`src/rtl/fp_mul_pipe.sv`:
```
//------------------------------------------------------------------------------
// Module      : fp_mul_pipe
// Description : 3-stage pipelined IEEE-754-style multiplier, RNE rounding,
//               valid/ready backpressure. Define FP_MUL_FLAGS_EN for o_flags.
// Revision    : 1.0 - initial release
//------------------------------------------------------------------------------
`default_nettype none

module fp_mul_pipe #(
   parameter int EXP_W  = 8,
   parameter int FRAC_W = 23,
   parameter int DATA_W = 1 + EXP_W + FRAC_W
) (
   input  logic              i_clk,
   input  logic              i_rst,
   input  logic              i_valid,
   output logic              o_ready,
   input  logic [DATA_W-1:0] i_data_a,
   input  logic [DATA_W-1:0] i_data_b,
   output logic              o_valid,
   input  logic              i_ready,
   output logic [DATA_W-1:0] o_data
`ifdef FP_MUL_FLAGS_EN
   ,
   output logic [3:0]        o_flags
`endif
);

   localparam int c_prod_w = 2 * FRAC_W + 2;
   localparam int c_xexp_w = EXP_W + 2;
   localparam logic [c_xexp_w-1:0] c_bias    = {3'b000, {(EXP_W-1){1'b1}}};
   localparam logic [c_xexp_w-1:0] c_exp_max = {2'b00, {EXP_W{1'b1}}};

   logic w_stall;
   logic w_adv;

   // Stage 1 operand decode
   logic              w_sa, w_sb;
   logic [EXP_W-1:0]  w_ea, w_eb;
   logic [FRAC_W-1:0] w_fa, w_fb;
   logic              w_za, w_zb, w_ia, w_ib, w_na, w_nb;
   logic              w_nan, w_inf, w_zero;
   logic [c_xexp_w-1:0] w_exp_sum;

   // Stage 3 normalise / round
   logic                w_msb;
   logic [2*FRAC_W:0]   w_norm;
   logic [FRAC_W-1:0]   w_frac;
   logic                w_lsb, w_rnd, w_stk, w_rup, w_carry;
   logic [FRAC_W+1:0]   w_mant_r;
   logic [FRAC_W-1:0]   w_frac_r;
   logic [c_xexp_w-1:0] w_exp_fin;
   logic                w_ovf, w_unf;
   logic [DATA_W-1:0]   w_result;

   // Pipeline registers
   logic                s1_valid_q, s1_valid_d;
   logic                s1_sign_q, s1_sign_d;
   logic [c_xexp_w-1:0] s1_exp_q, s1_exp_d;
   logic [FRAC_W:0]     s1_mant_a_q, s1_mant_a_d;
   logic [FRAC_W:0]     s1_mant_b_q, s1_mant_b_d;
   logic                s1_nan_q, s1_nan_d;
   logic                s1_inf_q, s1_inf_d;
   logic                s1_zero_q, s1_zero_d;

   logic                s2_valid_q, s2_valid_d;
   logic                s2_sign_q, s2_sign_d;
   logic [c_xexp_w-1:0] s2_exp_q, s2_exp_d;
   logic [c_prod_w-1:0] s2_prod_q, s2_prod_d;
   logic                s2_nan_q, s2_nan_d;
   logic                s2_inf_q, s2_inf_d;
   logic                s2_zero_q, s2_zero_d;

   logic                out_valid_q, out_valid_d;
   logic [DATA_W-1:0]   out_data_q, out_data_d;

`ifdef FP_MUL_FLAGS_EN
   logic       w_invalid;
   logic [3:0] w_flags;
   logic       s1_invalid_q, s1_invalid_d;
   logic       s2_invalid_q, s2_invalid_d;
   logic [3:0] out_flags_q, out_flags_d;
`endif

   assign w_stall = out_valid_q & ~i_ready;
   assign w_adv   = ~w_stall;
   assign o_ready = w_adv;
   assign o_valid = out_valid_q;
   assign o_data  = out_data_q;
`ifdef FP_MUL_FLAGS_EN
   assign o_flags = out_flags_q;
`endif

   always_comb begin
      w_sa = i_data_a[DATA_W-1];
      w_sb = i_data_b[DATA_W-1];
      w_ea = i_data_a[DATA_W-2 -: EXP_W];
      w_eb = i_data_b[DATA_W-2 -: EXP_W];
      w_fa = i_data_a[FRAC_W-1:0];
      w_fb = i_data_b[FRAC_W-1:0];
      // Zero exponent covers subnormals too: they flush to zero.
      w_za = ~|w_ea;
      w_zb = ~|w_eb;
      w_ia = (&w_ea) & ~|w_fa;
      w_ib = (&w_eb) & ~|w_fb;
      w_na = (&w_ea) & |w_fa;
      w_nb = (&w_eb) & |w_fb;
      w_nan  = w_na | w_nb | (w_ia & w_zb) | (w_ib & w_za);
      w_inf  = ~w_nan & (w_ia | w_ib);
      w_zero = ~w_nan & ~w_inf & (w_za | w_zb);
      w_exp_sum = {2'b00, w_ea} + {2'b00, w_eb} - c_bias;
`ifdef FP_MUL_FLAGS_EN
      w_invalid = (w_ia & w_zb) | (w_ib & w_za);
`endif
   end

   always_comb begin
      w_msb    = s2_prod_q[c_prod_w-1];
      w_norm   = w_msb ? s2_prod_q[2*FRAC_W:0] : {s2_prod_q[2*FRAC_W-1:0], 1'b0};
      w_frac   = w_norm[2*FRAC_W:FRAC_W+1];
      w_lsb    = w_norm[FRAC_W+1];
      w_rnd    = w_norm[FRAC_W];
      w_stk    = |w_norm[FRAC_W-1:0];
      w_rup    = w_rnd & (w_stk | w_lsb);
      w_mant_r = {2'b01, w_frac} + {{(FRAC_W+1){1'b0}}, w_rup};
      w_carry  = w_mant_r[FRAC_W+1];
      w_frac_r = w_carry ? w_mant_r[FRAC_W:1] : w_mant_r[FRAC_W-1:0];
      w_exp_fin = s2_exp_q + {{(c_xexp_w-1){1'b0}}, w_msb}
                           + {{(c_xexp_w-1){1'b0}}, w_carry};
      // Exponent is two's complement; the top bit marks a negative value.
      w_ovf = ~w_exp_fin[c_xexp_w-1] & (w_exp_fin >= c_exp_max);
      w_unf = w_exp_fin[c_xexp_w-1] | (w_exp_fin == '0);

`ifdef FP_MUL_FLAGS_EN
      w_flags = 4'b0000;
`endif
      if (s2_nan_q) begin
         w_result = {1'b0, {EXP_W{1'b1}}, 1'b1, {(FRAC_W-1){1'b0}}};
`ifdef FP_MUL_FLAGS_EN
         w_flags  = {s2_invalid_q, 3'b000};
`endif
      end else if (s2_inf_q) begin
         w_result = {s2_sign_q, {EXP_W{1'b1}}, {FRAC_W{1'b0}}};
      end else if (s2_zero_q) begin
         w_result = {s2_sign_q, {(EXP_W+FRAC_W){1'b0}}};
      end else if (w_ovf) begin
         w_result = {s2_sign_q, {EXP_W{1'b1}}, {FRAC_W{1'b0}}};
`ifdef FP_MUL_FLAGS_EN
         w_flags  = 4'b0101;
`endif
      end else if (w_unf) begin
         w_result = {s2_sign_q, {(EXP_W+FRAC_W){1'b0}}};
`ifdef FP_MUL_FLAGS_EN
         w_flags  = 4'b0011;
`endif
      end else begin
         w_result = {s2_sign_q, w_exp_fin[EXP_W-1:0], w_frac_r};
`ifdef FP_MUL_FLAGS_EN
         w_flags  = {3'b000, w_rnd | w_stk};
`endif
      end
   end

   // All stages hold together under backpressure; bubbles move like data.
   always_comb begin
      s1_valid_d  = s1_valid_q;
      s1_sign_d   = s1_sign_q;
      s1_exp_d    = s1_exp_q;
      s1_mant_a_d = s1_mant_a_q;
      s1_mant_b_d = s1_mant_b_q;
      s1_nan_d    = s1_nan_q;
      s1_inf_d    = s1_inf_q;
      s1_zero_d   = s1_zero_q;
      s2_valid_d  = s2_valid_q;
      s2_sign_d   = s2_sign_q;
      s2_exp_d    = s2_exp_q;
      s2_prod_d   = s2_prod_q;
      s2_nan_d    = s2_nan_q;
      s2_inf_d    = s2_inf_q;
      s2_zero_d   = s2_zero_q;
      out_valid_d = out_valid_q;
      out_data_d  = out_data_q;
`ifdef FP_MUL_FLAGS_EN
      s1_invalid_d = s1_invalid_q;
      s2_invalid_d = s2_invalid_q;
      out_flags_d  = out_flags_q;
`endif
      if (w_adv) begin
         s1_valid_d  = i_valid;
         s1_sign_d   = w_sa ^ w_sb;
         s1_exp_d    = w_exp_sum;
         s1_mant_a_d = {1'b1, w_fa};
         s1_mant_b_d = {1'b1, w_fb};
         s1_nan_d    = w_nan;
         s1_inf_d    = w_inf;
         s1_zero_d   = w_zero;
         s2_valid_d  = s1_valid_q;
         s2_sign_d   = s1_sign_q;
         s2_exp_d    = s1_exp_q;
         s2_prod_d   = {{(FRAC_W+1){1'b0}}, s1_mant_a_q} * {{(FRAC_W+1){1'b0}}, s1_mant_b_q};
         s2_nan_d    = s1_nan_q;
         s2_inf_d    = s1_inf_q;
         s2_zero_d   = s1_zero_q;
         out_valid_d = s2_valid_q;
         out_data_d  = w_result;
`ifdef FP_MUL_FLAGS_EN
         s1_invalid_d = w_invalid;
         s2_invalid_d = s1_invalid_q;
         out_flags_d  = w_flags;
`endif
      end
   end

   always_ff @(posedge i_clk) begin
      if (i_rst) begin
         s1_valid_q  <= 1'b0;
         s1_sign_q   <= 1'b0;
         s1_exp_q    <= '0;
         s1_mant_a_q <= '0;
         s1_mant_b_q <= '0;
         s1_nan_q    <= 1'b0;
         s1_inf_q    <= 1'b0;
         s1_zero_q   <= 1'b0;
         s2_valid_q  <= 1'b0;
         s2_sign_q   <= 1'b0;
         s2_exp_q    <= '0;
         s2_prod_q   <= '0;
         s2_nan_q    <= 1'b0;
         s2_inf_q    <= 1'b0;
         s2_zero_q   <= 1'b0;
         out_valid_q <= 1'b0;
         out_data_q  <= '0;
`ifdef FP_MUL_FLAGS_EN
         s1_invalid_q <= 1'b0;
         s2_invalid_q <= 1'b0;
         out_flags_q  <= 4'b0000;
`endif
      end else begin
         s1_valid_q  <= s1_valid_d;
         s1_sign_q   <= s1_sign_d;
         s1_exp_q    <= s1_exp_d;
         s1_mant_a_q <= s1_mant_a_d;
         s1_mant_b_q <= s1_mant_b_d;
         s1_nan_q    <= s1_nan_d;
         s1_inf_q    <= s1_inf_d;
         s1_zero_q   <= s1_zero_d;
         s2_valid_q  <= s2_valid_d;
         s2_sign_q   <= s2_sign_d;
         s2_exp_q    <= s2_exp_d;
         s2_prod_q   <= s2_prod_d;
         s2_nan_q    <= s2_nan_d;
         s2_inf_q    <= s2_inf_d;
         s2_zero_q   <= s2_zero_d;
         out_valid_q <= out_valid_d;
         out_data_q  <= out_data_d;
`ifdef FP_MUL_FLAGS_EN
         s1_invalid_q <= s1_invalid_d;
         s2_invalid_q <= s2_invalid_d;
         out_flags_q  <= out_flags_d;
`endif
      end
   end

endmodule

`default_nettype wire

```
`config.mk`:
```
export PLATFORM = sky130hd
export DESIGN_NAME = fp_mul_pipe
export DESIGN_NICKNAME = d
export VERILOG_FILES = /design/src/rtl/fp_mul_pipe.sv
export SDC_FILE = /design/constraint.sdc
export NUM_CORES = 2
export LEC_CHECK = 0
export BUFFER_PORTS_ARGS = -buffer_cell sky130_fd_sc_hd__buf_2
export CORE_ASPECT_RATIO = 0.5
export CORE_MARGIN = 1.5
export CORE_UTILIZATION = 60
export CTS_CLUSTER_SIZE = 14
export DETAILED_ROUTE_END_ITERATION = 8
export MAX_ROUTING_LAYER = met4
export PLACE_DENSITY = 0.78
export SLEW_MARGIN = 10
export SYNTH_ARGS = -nofsm -noshare
export SYNTH_HDL_FRONTEND = slang
export SYNTH_SLANG_ARGS = --single-unit
```
`constraint.sdc`:
```
create_clock -name i_clk -period 7.35 [get_ports i_clk]
set_input_delay 0.735 -clock i_clk [delete_from_list [all_inputs] [get_ports i_clk]]
set_output_delay 0.735 -clock i_clk [all_outputs]
set_load 0.05 [all_outputs]
```
==> results.py <==
metrics = {
    "yosys": {
        "yosys_warnings": 0,
        "synth_area_leaders": "fa_1, dfxtp_1, ha_1",
        "synth_fp_nets": 3842,
        "ys_types": 76,
        "synth_seq_cells": 158,
        "ys.flop_type": "dfxtp_1",
        "netlist_area_um2": 26300,
        "syn_inst": 3099,
        "yosys.area.top_type": "fa_1",
        "syn_avg_cell_area_um2": 8.49,
        "ys_seq_area_share_pct": 12.0,
        "synth_top_area_share_pct": 36.8,
        "synth-edff-count": 0,
        "synthArstFlopShare_pct": 0,
    },
    "critical_path": {
        "critPathArrivalTime_ps": 7390,
        "cp-start-kind": "flip-flop",
        "r2r_setup_slack_ps": 300,
        "r2r-start": "s1_mant_a_q[21]",
        "worstPathRequired_ps": 7680,
        "setup.worst_path.class": "flip-flop to flip-flop",
        "r2r_cells": 22,
        "worstPathMaxFanout": 14,
        "cp-end-kind": "flip-flop",
        "reg2reg_to": "s2_prod_q[47]",
    },
    "die": {
        "core_region_area_um2": 42600,
        "start_util_pct": 61.7,
        "die_w_um": 299,
        "ioPinCount": 102,
        "dieArea_um2": 45200,
        "die_h_um": 151,
        "rows": 53,
    },
    "detailed_routing": {
        "drc": 0,
        "vias": 21300,
        "first_iter_violations": 1652,
        "ant_nets": 0,
        "wl_per_cell_um": 18.7,
        "first_pass_iters": 6,
        "wirelength_um": 70000,
        "post_drt_via_cell_ratio": 5.69,
    },
    "cts": {
        "cts_tree": "done",
        "cts_max_path_buffers": 2,
        "htree_levels": 4,
        "clk_latency_ps": 460,
        "root_buffer": "clkbuf_16",
        "cts_hold_buf": 0,
        "cts_buffers": 17,
        "cts.sinks": 158,
        "cts.clk_slew.worst_paths_ps": 70,
    },
    "sta": {
        "rsz0062_at_grt": "false",
        "max_freq_mhz": 142,
        "drv_slew": 0,
        "slew-limit-headroom_pct": 22.4,
        "fin_crit_sh_pct": 96.0,
        "setup_tns_ps": 0,
        "min_period_ps": 7050,
        "worstMarginPinSlew_ps": 1160,
        "clock_skew_ps": 12.2,
        "setup_viol": 0,
        "hold_violations": 0,
    },
    "power": {
        "p_leak_nw": 13.8,
        "swShare_pct": 51.4,
        "p_seq_share_pct": 18.2,
        "p_comb_share_pct": 68.2,
        "p_clk_share_pct": 13.6,
        "p_per_area_nw_per_um2": 235,
        "max-vdd-ir-drop_mv": 0.264,
        "switching_power_mw": 3.42,
        "p_int_mw": 3.23,
    },
    "job": {
        "max-cap-violations": 0,
    },
    "placement": {
        "portBuffers": 101,
        "place_congestion": 1.02,
        "post-dp-hpwl_um": 56700,
    },
    "cells_and_area": {
        "nNetsFinal": 3892,
        "fill_cells": 3447,
        "final_cell_mix": "inv_1, nand2_1, fa_1",
        "num_antenna_cells": 0,
        "drive_gt1_share_pct": 9.68,
        "area_delta_synth_final_pct": 7.69,
        "final_common_cell": "inv_1",
        "post-route-util_pct": 66.5,
    },
    "worst_hold_path": {
        "hold_path.class": "flip-flop to flip-flop",
        "whs_endpoint": "s1_exp_q[2]",
        "whs_path_depth": 2,
        "min_from": "s1_exp_q[2]",
    },
    "grt": {
        "grt_pass1_vias": 21600,
        "grt_max_degree": 104,
        "grt_pass1_wl_um": 116000,
        "antenna_found_initial": 0,
        "grt.total_usage_pct": 34.0,
        "overflow": 0,
    },
    "outcome": {
        "status": "finished, final reports clean",
    },
}
[cell usage after synthesis, drive strengths merged (29+ instances only)]
cell	n
inv	555
nand2	544
fa	484
and2	298
ha	191
a21oi	162
clkbuf	158
dfxtp	158
nor2	85
o21ai	47
xnor2	37
nand3	29
[through the flow]
| step | instances | total power, mW | setup slack (ps) | hold slack (ps) | cell area (um^2) |
|---|---|---|---|---|---|
| final | 3739 | 6.66 | 296 | 457 | 28300 |
| after global placement | 3707 | 5.51 | 154 | 435 | 27700 |
| after detailed placement | 3707 | 5.55 | 41.5 | 440 | 27700 |
| after floorplan | 3099 | 4.04 | 700 | 425 | 26300 |
| after CTS | 3739 | 6.52 | 8.01 | 457 | 28300 |
| after global routing | 3739 | 7.16 | 1.41 | 471 | 28300 |
[power by group through the flow]
stage          sequential (mW)  combinational, mW  clock [mW]
2_1_floorplan             1.18               2.86           0
3_3_place_gp              1.21               4.31           0
3_5_place_dp              1.21               4.34           0
4_1_cts                   1.20               4.40       0.914
5_1_grt                   1.23               5.00       0.941
6_report                  1.21               4.54       0.904
[area by class of cell]
type                            count  area [um^2]  area share, %
Multi-Input combinational cell   2207        20400           72.0
Clock buffer                       17          425           1.50
Sequential cell                   158         3200           11.3
Tap cell                          577          722           2.55
Timing Repair Buffer              210         1350           4.77
Inverter                          555         2090           7.36
Clock inverter                     15          165          0.583
[worst max path at each step]
stage	from	to	slack, ps	cells past startpoint
after detailed placement	s1_mant_b_q[13]	s2_prod_q[42]	40	21
after CTS	s1_mant_b_q[12]	s2_prod_q[42]	8	21
final	s1_mant_a_q[21]	s2_prod_q[47]	300	22
after global placement	s1_mant_b_q[10]	s2_prod_q[42]	150	22
after global routing	s1_mant_a_q[13]	s2_prod_q[47]	1	23
after floorplan	s1_mant_b_q[3]	s2_prod_q[42]	700	23
[worst max-delay path: stages, from the launching register on]
cell       delay [ps]
dfxtp_1           700
and2_1            240
fa_1              440
fa_1              540
inv_1              60
fa_1              490
fa_1              510
inv_1              50
fa_1              490
fa_1              490
inv_1              50
fa_1              490
inv_1              50
ha_1              520
nand3_1           200
or3_1             390
nor2_1            140
o2111ai_1         140
o2111ai_1         180
buf_4             190
o21ai_1            80
a2111oi_0         420
nor3b_1            90
[flip-flops by register name (all words and copies together) (netlist names)]
name / flops
s2_prod_q: 48
o_data: 32
s1_mant_a_q: 24
s1_mant_b_q: 23
s1_exp_q: 10
s2_exp_q: 10
o_valid: 1
s1_inf_q: 1
s1_nan_q: 1
s1_sign_q: 1
s1_valid_q: 1
s1_zero_q: 1
s2_inf_q: 1
s2_nan_q: 1
s2_sign_q: 1
s2_valid_q: 1
s2_zero_q: 1
[what timing repair did]
item,in CTS,in global routing
setup endpoints to repair,1,22
pin swaps,0,0
buffers inserted,0,0
resized for setup,4,28
endpoints found under the hold margin,0,0
[logic make-up (layout without fill, tap and decap cells)]
group                    Yosys count  after routing  share of synthesized area, %
AND/OR/NAND/NOR                 1099           1099                          20.2
buffers and inverters            734            797                          10.6
adder cells (fa/ha/maj)          675            675                          45.9
AO/OA/AOI/OAI                    359            359                          8.66
flip-flops                       158            158                          12.0
XOR/XNOR                          56             56                          1.86
multiplexers                      18             18                         0.761
[metal layers]
metal | vias to the layer above | share of wire (%) | routed length [um] | GRT usage (%)
met1 | 10600 | 43 | 30200 | 47.3
met5 | - | 0 | 0 | -
met4 | 0 | 2.0 | 1370 | 8.03
met3 | 106 | 12 | 8050 | 8.68
li1 | 9641 | - | - | -
met2 | 962 | 43 | 30300 | 50.1
Power figures use the tool's default switching activity.
